File: src/rtl/sprite_compositor.sv
// Sprite compositor: per-layer bounds test, ROM addressing and priority/opacity
// merge in a fixed-latency pipeline of 2 + ROM_LAT + 1 cycles.
module sprite_compositor #(
    parameter int          NUM_LAYERS = 4,
    parameter int          COORD_W    = 11,
    parameter int          SPR_W      = 180,
    parameter int          SPR_H      = 180,
    parameter int          FRAMES     = 6,
    parameter int          ROM_LAT    = 1,
    parameter int          MASK_THR   = 5,
    parameter logic [11:0] BG_COLOR   = 12'hFFF,
    localparam int         ADDR_W     = $clog2(FRAMES * SPR_W * SPR_H)
) (
    input  logic                          clk,
    input  logic                          rst_n,
    input  logic                          i_frame_start,
    input  logic [NUM_LAYERS*COORD_W-1:0] i_spr_x,
    input  logic [NUM_LAYERS*COORD_W-1:0] i_spr_y,
    input  logic [NUM_LAYERS-1:0]         i_spr_en,
    input  logic [NUM_LAYERS*4-1:0]       i_spr_frame,
    input  logic                          i_valid,
    input  logic [COORD_W-1:0]            i_x_read,
    input  logic [COORD_W-1:0]            i_y_read,
    output logic [NUM_LAYERS*ADDR_W-1:0]  o_rom_addr,
    input  logic [NUM_LAYERS*12-1:0]      i_rom_rgb,
    input  logic [NUM_LAYERS*4-1:0]       i_rom_mask,
    output logic                          o_valid,
    output logic [11:0]                   o_rgb,
    output logic [NUM_LAYERS-1:0]         o_hit
);

    // Valid-only stream: a request is taken every cycle i_valid=1 (no backpressure);
    // o_valid is i_valid delayed by the fixed pipeline latency, bubbles preserved.

    localparam logic signed [COORD_W:0] SPR_W_S   = (COORD_W+1)'(SPR_W);
    localparam logic signed [COORD_W:0] SPR_H_S   = (COORD_W+1)'(SPR_H);
    localparam logic [4:0]              FRAMES_C  = 5'(FRAMES);
    localparam logic [ADDR_W-1:0]       FRAME_PIX = ADDR_W'(SPR_W * SPR_H);
    localparam logic [ADDR_W-1:0]       ROW_PIX   = ADDR_W'(SPR_W);
    localparam logic [3:0]              THR_C     = 4'(MASK_THR);

    logic [COORD_W-1:0]        sh_x     [NUM_LAYERS];
    logic [COORD_W-1:0]        sh_y     [NUM_LAYERS];
    logic [3:0]                sh_frame [NUM_LAYERS];
    logic [NUM_LAYERS-1:0]     sh_en;

    logic signed [COORD_W:0]   rx_c     [NUM_LAYERS];
    logic signed [COORD_W:0]   ry_c     [NUM_LAYERS];
    logic [NUM_LAYERS-1:0]     act_c;

    logic [COORD_W-1:0]        s1_rx    [NUM_LAYERS];
    logic [COORD_W-1:0]        s1_ry    [NUM_LAYERS];
    logic [3:0]                s1_frame [NUM_LAYERS];
    logic [NUM_LAYERS-1:0]     s1_act;
    logic                      s1_valid;

    logic [ADDR_W-1:0]         addr_c   [NUM_LAYERS];
    logic [NUM_LAYERS-1:0]     s2_act;
    logic                      s2_valid;

    logic [NUM_LAYERS-1:0]     dly_act  [ROM_LAT];
    logic [ROM_LAT-1:0]        dly_valid;

    logic [11:0]               pix_c;
    logic [NUM_LAYERS-1:0]     hit_c;

    // Requests in the same cycle as i_frame_start still see the old values.
    always_ff @(posedge clk or negedge rst_n) begin
        if (!rst_n) begin
            sh_en <= '0;
            for (int k = 0; k < NUM_LAYERS; k++) begin
                sh_x[k]     <= '0;
                sh_y[k]     <= '0;
                sh_frame[k] <= '0;
            end
        end else if (i_frame_start) begin
            sh_en <= i_spr_en;
            for (int k = 0; k < NUM_LAYERS; k++) begin
                sh_x[k]     <= i_spr_x[k*COORD_W +: COORD_W];
                sh_y[k]     <= i_spr_y[k*COORD_W +: COORD_W];
                sh_frame[k] <= i_spr_frame[k*4 +: 4];
            end
        end
    end

    // Extra sign bit keeps pixels left of / above the sprite negative.
    always_comb begin
        act_c = '0;
        for (int k = 0; k < NUM_LAYERS; k++) begin
            rx_c[k]  = $signed({1'b0, i_x_read}) - $signed({1'b0, sh_x[k]});
            ry_c[k]  = $signed({1'b0, i_y_read}) - $signed({1'b0, sh_y[k]});
            act_c[k] = sh_en[k] && ({1'b0, sh_frame[k]} < FRAMES_C)
                    && !rx_c[k][COORD_W] && (rx_c[k] < SPR_W_S)
                    && !ry_c[k][COORD_W] && (ry_c[k] < SPR_H_S);
        end
    end

    always_ff @(posedge clk or negedge rst_n) begin
        if (!rst_n) begin
            s1_act   <= '0;
            s1_valid <= 1'b0;
            for (int k = 0; k < NUM_LAYERS; k++) begin
                s1_rx[k]    <= '0;
                s1_ry[k]    <= '0;
                s1_frame[k] <= '0;
            end
        end else begin
            s1_act   <= act_c;
            s1_valid <= i_valid;
            for (int k = 0; k < NUM_LAYERS; k++) begin
                s1_rx[k]    <= rx_c[k][COORD_W-1:0];
                s1_ry[k]    <= ry_c[k][COORD_W-1:0];
                s1_frame[k] <= sh_frame[k];
            end
        end
    end

    // All terms are evaluated at ADDR_W, which holds the largest legal address.
    always_comb begin
        for (int k = 0; k < NUM_LAYERS; k++) begin
            addr_c[k] = '0;
            if (s1_act[k]) begin
                addr_c[k] = ADDR_W'(s1_frame[k]) * FRAME_PIX
                          + ADDR_W'(s1_ry[k]) * ROW_PIX
                          + ADDR_W'(s1_rx[k]);
            end
        end
    end

    always_ff @(posedge clk or negedge rst_n) begin
        if (!rst_n) begin
            o_rom_addr <= '0;
            s2_act     <= '0;
            s2_valid   <= 1'b0;
        end else begin
            for (int k = 0; k < NUM_LAYERS; k++) begin
                o_rom_addr[k*ADDR_W +: ADDR_W] <= addr_c[k];
            end
            s2_act   <= s1_act;
            s2_valid <= s1_valid;
        end
    end

    // Active flags and valid ride alongside the external ROM read.
    always_ff @(posedge clk or negedge rst_n) begin
        if (!rst_n) begin
            dly_valid <= '0;
            for (int i = 0; i < ROM_LAT; i++) begin
                dly_act[i] <= '0;
            end
        end else begin
            dly_act[0]   <= s2_act;
            dly_valid[0] <= s2_valid;
            for (int i = 1; i < ROM_LAT; i++) begin
                dly_act[i]   <= dly_act[i-1];
                dly_valid[i] <= dly_valid[i-1];
            end
        end
    end

    // Ascending scan: the last qualifying layer (highest index) wins.
    always_comb begin
        pix_c = BG_COLOR;
        hit_c = '0;
        for (int k = 0; k < NUM_LAYERS; k++) begin
            hit_c[k] = dly_act[ROM_LAT-1][k] && (i_rom_mask[k*4 +: 4] > THR_C);
            if (hit_c[k]) begin
                pix_c = i_rom_rgb[k*12 +: 12];
            end
        end
    end

    always_ff @(posedge clk or negedge rst_n) begin
        if (!rst_n) begin
            o_valid <= 1'b0;
            o_rgb   <= '0;
            o_hit   <= '0;
        end else begin
            o_valid <= dly_valid[ROM_LAT-1];
            if (dly_valid[ROM_LAT-1]) begin
                o_rgb <= pix_c;
                o_hit <= hit_c;
            end
        end
    end

endmodule

File: config.mk
export PLATFORM = sky130hd
export DESIGN_NAME = sprite_compositor
export DESIGN_NICKNAME = d
export VERILOG_FILES = /design/src/rtl/sprite_compositor.sv
export SDC_FILE = /design/constraint.sdc
export NUM_CORES = 1
export LEC_CHECK = 0
export CAP_MARGIN = 20
export CORE_ASPECT_RATIO = 0.75
export CORE_MARGIN = 3
export CORE_UTILIZATION = 40
export DETAILED_ROUTE_END_ITERATION = 8
export GPL_TIMING_DRIVEN = 0
export PLACE_DENSITY = 0.72
export SETUP_SLACK_MARGIN = 0.5
export SYNTH_ARGS = -nofsm -noshare
export SYNTH_HDL_FRONTEND = slang
export SYNTH_SLANG_ARGS = --single-unit
File: constraint.sdc
create_clock -name clk -period 4.7 [get_ports clk]
set_input_delay 1.41 -clock clk [delete_from_list [all_inputs] [get_ports clk]]
set_output_delay 1.41 -clock clk [all_outputs]
set_load 0.05 [all_outputs]
==> results of run 1 <==
## stage by stage
stage	cells	utilization (%)	worst slack, ps
floorplan	2599	-	137
global placement	3680	47.7	-12980
detailed placement	3683	47.9	-326
CTS	3785	50.7	-92.3
global route	3796	51.2	-350
finish	3798	51.2	-138
## cells by family after synthesis
group / count (synthesis) / synth area share, %
xor+xnor: 195 / 6.87
mux: 52 / 2.30
fa+ha+maj: 484 / 27.8
compound gates: 538 / 13.6
simple gates: 546 / 10.6
flops: 316 / 31.8
buf+inv: 468 / 7.07
## synth_stat cells (all sizes together) (11+ instances only)
| library cell | instances |
|---|---|
| inv | 433 |
| ha | 372 |
| dfrtp | 316 |
| o21ai | 166 |
| nand2 | 157 |
| nor2 | 152 |
| a21oi | 137 |
| xnor2 | 124 |
| fa | 112 |
| xor2 | 71 |
| a21o | 49 |
| mux2 | 40 |
| nor3 | 38 |
| and2 | 36 |
| nor2b | 32 |
| clkbuf | 31 |
| or3 | 31 |
| o21a | 28 |
| o21bai | 26 |
| nand2b | 22 |
| nand3 | 18 |
| a2111oi | 16 |
| a31oi | 16 |
| o22ai | 16 |
| mux2i | 12 |
| nor4 | 12 |
| o211ai | 12 |
| nand4 | 11 |
## routing by layer
metal	wire length (um)	vias up	GRT usage [%]
met2	29500	593	32.4
li1	-	9494	-
met5	0	-	0
met1	33200	9250	30.5
met3	6210	85	6.08
met4	1580	0	4.99
## registers in the layout, summed over array words and instances, names as in the netlist
register    count
o_rom_addr     72
s1_act          4
s1_rx          44
o_hit           4
s1_valid        1
s2_valid        1
dly_valid       1
o_rgb          12
s2_act          4
sh_en           4
sh_x           44
sh_frame       16
s1_frame       16
sh_y           44
o_valid         1
s1_ry          44
dly_act         4
## worst max path at each step
| stage | slack [ps] | endpoint |
|---|---|---|
| 6_report | -140 | o_rom_addr[17] |
| 5_1_grt | -350 | o_rom_addr[53] |
| 4_1_cts | -90 | o_rom_addr[35] |
| 3_5_place_dp | -330 | s1_act[2] |
| 3_3_place_gp | -12980 | s1_ry[34] |
| 2_1_floorplan | 140 | o_rom_addr[71] |
## what timing repair did
action                     CTS  global route
pin swaps                   79            37
resized for setup           66            54
setup endpoints to repair   30            31
hold endpoints to repair     0             0
setup buffers               37            10
## cell type report
class / count / area, um2
Fill cell: 5487 / 29700
Clock inverter: 14 / 110
Clock buffer: 51 / 1070
Timing Repair Buffer: 331 / 3250
Antenna cell: 3 / 7.51
Buffer: 35 / 133
Inverter: 433 / 1630
Sequential cell: 316 / 7930
Tap cell: 800 / 1000
Multi-Input combinational cell: 1815 / 16100
## critical path: stages, from the launching register on
cell and delay, ps:
dfrtp_2 460, ha_4 290, inv_1 50, fa_1 500
fa_1 550, inv_2 60, ha_4 260, inv_1 70
xnor2_2 140, fa_1 490, inv_2 50, ha_4 260
a2111oi_4 370, inv_1 120, o2111ai_2 220, a21oi_2 100
o211ai_1 260, a21o_1 190, a21oi_1 60, a31o_2 210
==> key figures, run 1 <==
Die
  • Starting Density: 40.7%
  • Row count: just under 80
  • Die Wd: roughly 290 um
  • Core footprint: roughly 61000 um2
  • Die footprint: 65200 um2
  • I/O pins: 287
  • Die Y: 222 um

Critical path
  • Critical Path Start: s1_ry[36]
  • FF-to-FF Start: s1_ry[36]
  • R2r setup slk: -140 ps
  • WP data arrival: 5280 ps
  • Worst R2R End: o_rom_addr[17]
  • Setup Crit Path Kind: flip-flop to flip-flop
  • WP data required: 5140 ps
  • Startpoint Class: flip-flop
  • R2r worst-path depth: 19
  • Worst-path fanout max: 3
  • Setup crit end kind: flip-flop

Route
  • Routed vias: 19422
  • WL final: a little over 70000 um
  • Vias per std cell: 5.11
  • Post-DRT Antenna Nets: 0
  • DRC: 0
  • Avg WL per Cell: 18.6 um
  • First-pass DRT Iterations: 5
  • Initial drt markers: 1213

Clock network
  • Clk slew on worst S/H paths: 70 ps
  • CTS sink count: around 320
  • Hold-fix buffers at CTS: 0
  • CTS tree: built
  • Skew-Pair Late Insertion Delay: 560 ps
  • Clock Root Buffer: clkbuf_16
  • Cts bufs inserted: 36
  • CTS Buffer Depth: 3
  • H-tree levels: 2

Global routing
  • Initial antenna violation count: 6
  • Vias in the first global route: approximately 20000
  • Largest net degree at the start of global routing: 115
  • GRT Total Usage: 21.5%
  • Global-route wire length before repair: 108000 um
  • Total grt overflow: 0

Min path
  • Hold Path Class: flip-flop to flip-flop
  • Hold path endpoint: dly_act[0]
  • Hold path startpoint: s2_act[0]
  • Worst hold path stage count: 0

Timing
  • Slew @ Worst Pin: 1130 ps
  • Unrepaired setup endpoints after global routing: true
  • Tcrit/Tclk final: 103%
  • Final WS setup: -138 ps
  • Minimum clock period: 4840 ps
  • Clock skew: around 24 ps
  • Final setup violation count: 6
  • Min Hold Slack: about 350 ps
  • Rel. slew slack: 24.8%
  • Highest clock rate: 0.207 GHz
  • Max-slew violation count: 0
  • Hold Vio Cnt, Final: 0
  • Final TNS setup: -482 ps

Status
  • Violated checks: negative setup slack
  • Outcome: complete, but fails checks

Synth
  • Synth Cell Area: 24800 um2
  • EDFF count, synth: 0
  • Gate Count Post-Synth: 2599
  • Top-area cell type share of the netlist area: 31.8%
  • Synth Register Bits: about 320
  • Synth warnings: 0
  • Post-Syn Nets: 3281
  • Area contributors post-synth: dfrtp_1, ha_1, fa_1
  • Mean Syn Cell Area: 9.56 um2
  • Async SR Flop Fraction: 100%
  • Cell taking the most area after synthesis: dfrtp_1
  • Post-synthesis cell type count: 63
  • Sequential fraction of the synthesis area: a little under a third
  • Top FF cell, synth: dfrtp_1

Layout
  • NumNets Final: roughly 3700
  • Most common cell after layout, fill and taps aside: inv_1
  • Layout area overhead: 25.8%
  • Design Area, Final: 31300 um2
  • Most frequent cells in the layout: inv_1, ha_1, dfrtp_1, clkdlybuf4s50_1, nand2_1
  • Share of cells above drive strength 1: roughly 11%

Place
  • Detailed placer's ending HPWL: 56700 um
  • Placed Instance Area: slightly below 30000 um2
  • Placer Congestion: 0.903
  • PortBufs: 281

Flow run
  • Maxcap violations: 0
Power of run 1 is not shown: default switching activity piles up to over one toggle a cycle in this logic, so the estimate is an artifact.
==> run 2: changes to the inputs <==
--- a/config.mk
+++ b/config.mk
@@ -11,7 +11,7 @@
 export CORE_UTILIZATION = 40
 export DETAILED_ROUTE_END_ITERATION = 8
 export GPL_TIMING_DRIVEN = 0
-export PLACE_DENSITY = 0.72
+export PLACE_DENSITY = 0.71
 export SETUP_SLACK_MARGIN = 0.5
 export SYNTH_ARGS = -nofsm -noshare
 export SYNTH_HDL_FRONTEND = slang
==> run 2 against run 1 <==
Net effect:
- the flow still finishes with violations (negative setup slack)
- non-clock buffer count rose by 7
- die area did not move
- critical path depth rose by 2
- clock skew fell by 8.3 ps
- maximum frequency rose by 0.74%
- setup slack improved by 36 ps
- final cell count rose by 0.18%
- first-iteration DRC count fell by 4.7%
- count of clock-buffer cells in the layout did not move
- sequential cell count did not move
- register-to-register slack improved by 40 ps
- largest cell class unchanged
==> key figures, run 2 (same netlist as run 1, synthesis figures left out) <==
Die
  • Die Wd: 294 um
  • Row count: 78
  • Die footprint: between 60000 and 70000 um2
  • Core footprint: 61000 um2
  • I/O pins: approximately 290
  • Die Y: 222 um
  • Starting Density: a little over 40%

Place
  • Placer Congestion: between 0.9 and 1
  • PortBufs: ~280
  • Detailed placer's ending HPWL: 56200 um

Layout
  • Max reg flops: 72
  • Most frequent cells in the layout: inv_1, ha_1, dfrtp_1, clkdlybuf4s50_1, nand2_1
  • NumNets Final: around 3700
  • Layout area overhead: 26.8%
  • Share of cells above drive strength 1: 11.3%
  • Most common cell after layout, fill and taps aside: inv_1
  • Reg with most FFs: o_rom_addr

Timing
  • Minimum clock period: around 4800 ps
  • Min Hold Slack: 346 ps
  • Slew @ Worst Pin: slightly below 900 ps
  • Clock skew: 16.2 ps
  • Final setup violation count: 5
  • Unrepaired setup endpoints after global routing: true
  • Hold Vio Cnt, Final: 0
  • Highest clock rate: 0.208 GHz
  • Tcrit/Tclk final: 102%
  • Max-slew violation count: 0
  • Final WS setup: -102 ps
  • Rel. slew slack: 41.3%

Clock network
  • Skew-Pair Late Insertion Delay: about 560 ps
  • CTS sink count: 316
  • Clock Root Buffer: clkbuf_16
  • Clk slew on worst S/H paths: 60 ps
  • H-tree levels: 2
  • CTS tree: built
  • Cts bufs inserted: 37
  • CTS Buffer Depth: 3

Critical path
  • Crit path top cell by count: ha_4
  • WP data required: 5140 ps
  • WP data arrival: 5240 ps
  • Worst-path fanout max: 3
  • CP bufs+invs: 4
  • CP Cell Sequence: ha_4 -> xor2_1 -> ha_1 -> inv_1 -> fa_1 -> inv_2 -> ha_4 -> a21o_1 -> a21oi_2 -> xnor2_2 -> fa_1 -> inv_2 -> ha_4 -> a2111oi_4 -> inv_1 -> o2111ai_2 -> a21oi_2 -> o211ai_1 -> a21o_1 -> a21oi_1 -> a31o_2
  • Worst path slowest cell: fa_1
  • Setup Crit Path Kind: flip-flop to flip-flop
  • Startpoint Class: flip-flop
  • Setup crit end kind: flip-flop
  • CP max stage delay: ~500 ps
  • CP delay by family, top: adder cells

Status
  • Outcome: complete, but fails checks
  • Violated checks: negative setup slack

Global routing
  • Largest net degree at the start of global routing: 107
  • GRT Total Usage: a little over a fifth
  • Total grt overflow: 0
  • Global-route wire length before repair: roughly 110000 um
  • Initial antenna violation count: 6
  • Vias in the first global route: ~19000

Route
  • First-pass DRT Iterations: 7
  • Vias per std cell: 5.13
  • Post-DRT Antenna Nets: 0
  • Routed vias: 19514
  • DRC: 0
  • WL final: 69900 um
  • Avg WL per Cell: 18.4 um
  • Initial drt markers: 1156

Flow run
  • Maxcap violations: 0

Min path
  • Hold Path Class: flip-flop to flip-flop
## run 2: worst reg2reg max path, stage by stage (launching register included)
cell       delay (ps)
dfrtp_2           460
ha_4              250
xor2_1            170
ha_1              280
inv_1              40
fa_1              500
inv_2              50
ha_4              230
a21o_1            190
a21oi_2           200
xnor2_2           140
fa_1              440
inv_2              80
ha_4              210
a2111oi_4         330
inv_1             100
o2111ai_2         230
a21oi_2           100
o211ai_1          270
a21o_1            170
a21oi_1            60
a31o_2            210
## run 2: path summary, 6_finish.rpt
check                           startpoint              to  slack (ps)  cells after the start
worst min register to register   s2_act[0]      dly_act[0]         350                      0
worst min-delay path             s2_act[0]      dly_act[0]         350                      0
worst max register to register    s1_ry[3]  o_rom_addr[71]        -100                     21
min in group asynchronous            rst_n  o_rom_addr[35]         670                      1
worst max-delay path              s1_ry[3]  o_rom_addr[71]        -100                     21
max in group asynchronous            rst_n       s1_ry[36]        2740                      3
## run 2: stage by stage
step / utilization, % / area, um2 / cells / worst slack [ps] / setup TNS (ps)
6_report: 51.7 / 31500 / 3805 / -102 / -400
5_1_grt: 51.7 / 31500 / 3802 / -336 / -2180
4_1_cts: 51.1 / 31100 / 3794 / -98.6 / -295
3_5_place_dp: 47.9 / 29200 / 3684 / -380 / -2430
3_3_place_gp: 47.7 / 29100 / 3680 / -12920 / -3689230
2_1_floorplan: - / 25300 / 2599 / 137 / 0
## run 2: timing repair
action | in CTS | in global routing
pin swaps | 91 | 39
hold buffers | 0 | 0
gates resized for setup | 72 | 63
gates cloned | 0 | 0
endpoints found under the setup margin | 30 | 32
buffers inserted | 45 | 7
## run 2: per-layer routing
metal  vias to the layer above  GRT usage, %  routed length [um]
met5                         -             0                  27
li1                       9479             -                   -
met2                       623          30.8               28300
met1                      9321          30.7               33700
met3                        87          5.91                6060
met4                         4          5.78                1830
## run 2: cell type report
class / count / area, um2
clock inverter: 14 / 181
sequential: 316 / 7930
fill: 5426 / 29500
clock buffer: 51 / 1050
timing repair buffer: 338 / 3340
tap: 800 / 1000
inverter: 433 / 1640
buffer: 35 / 133
antenna: 3 / 7.51
multi-input combinational: 1815 / 16200
Power of run 2 is left out for the same reason.
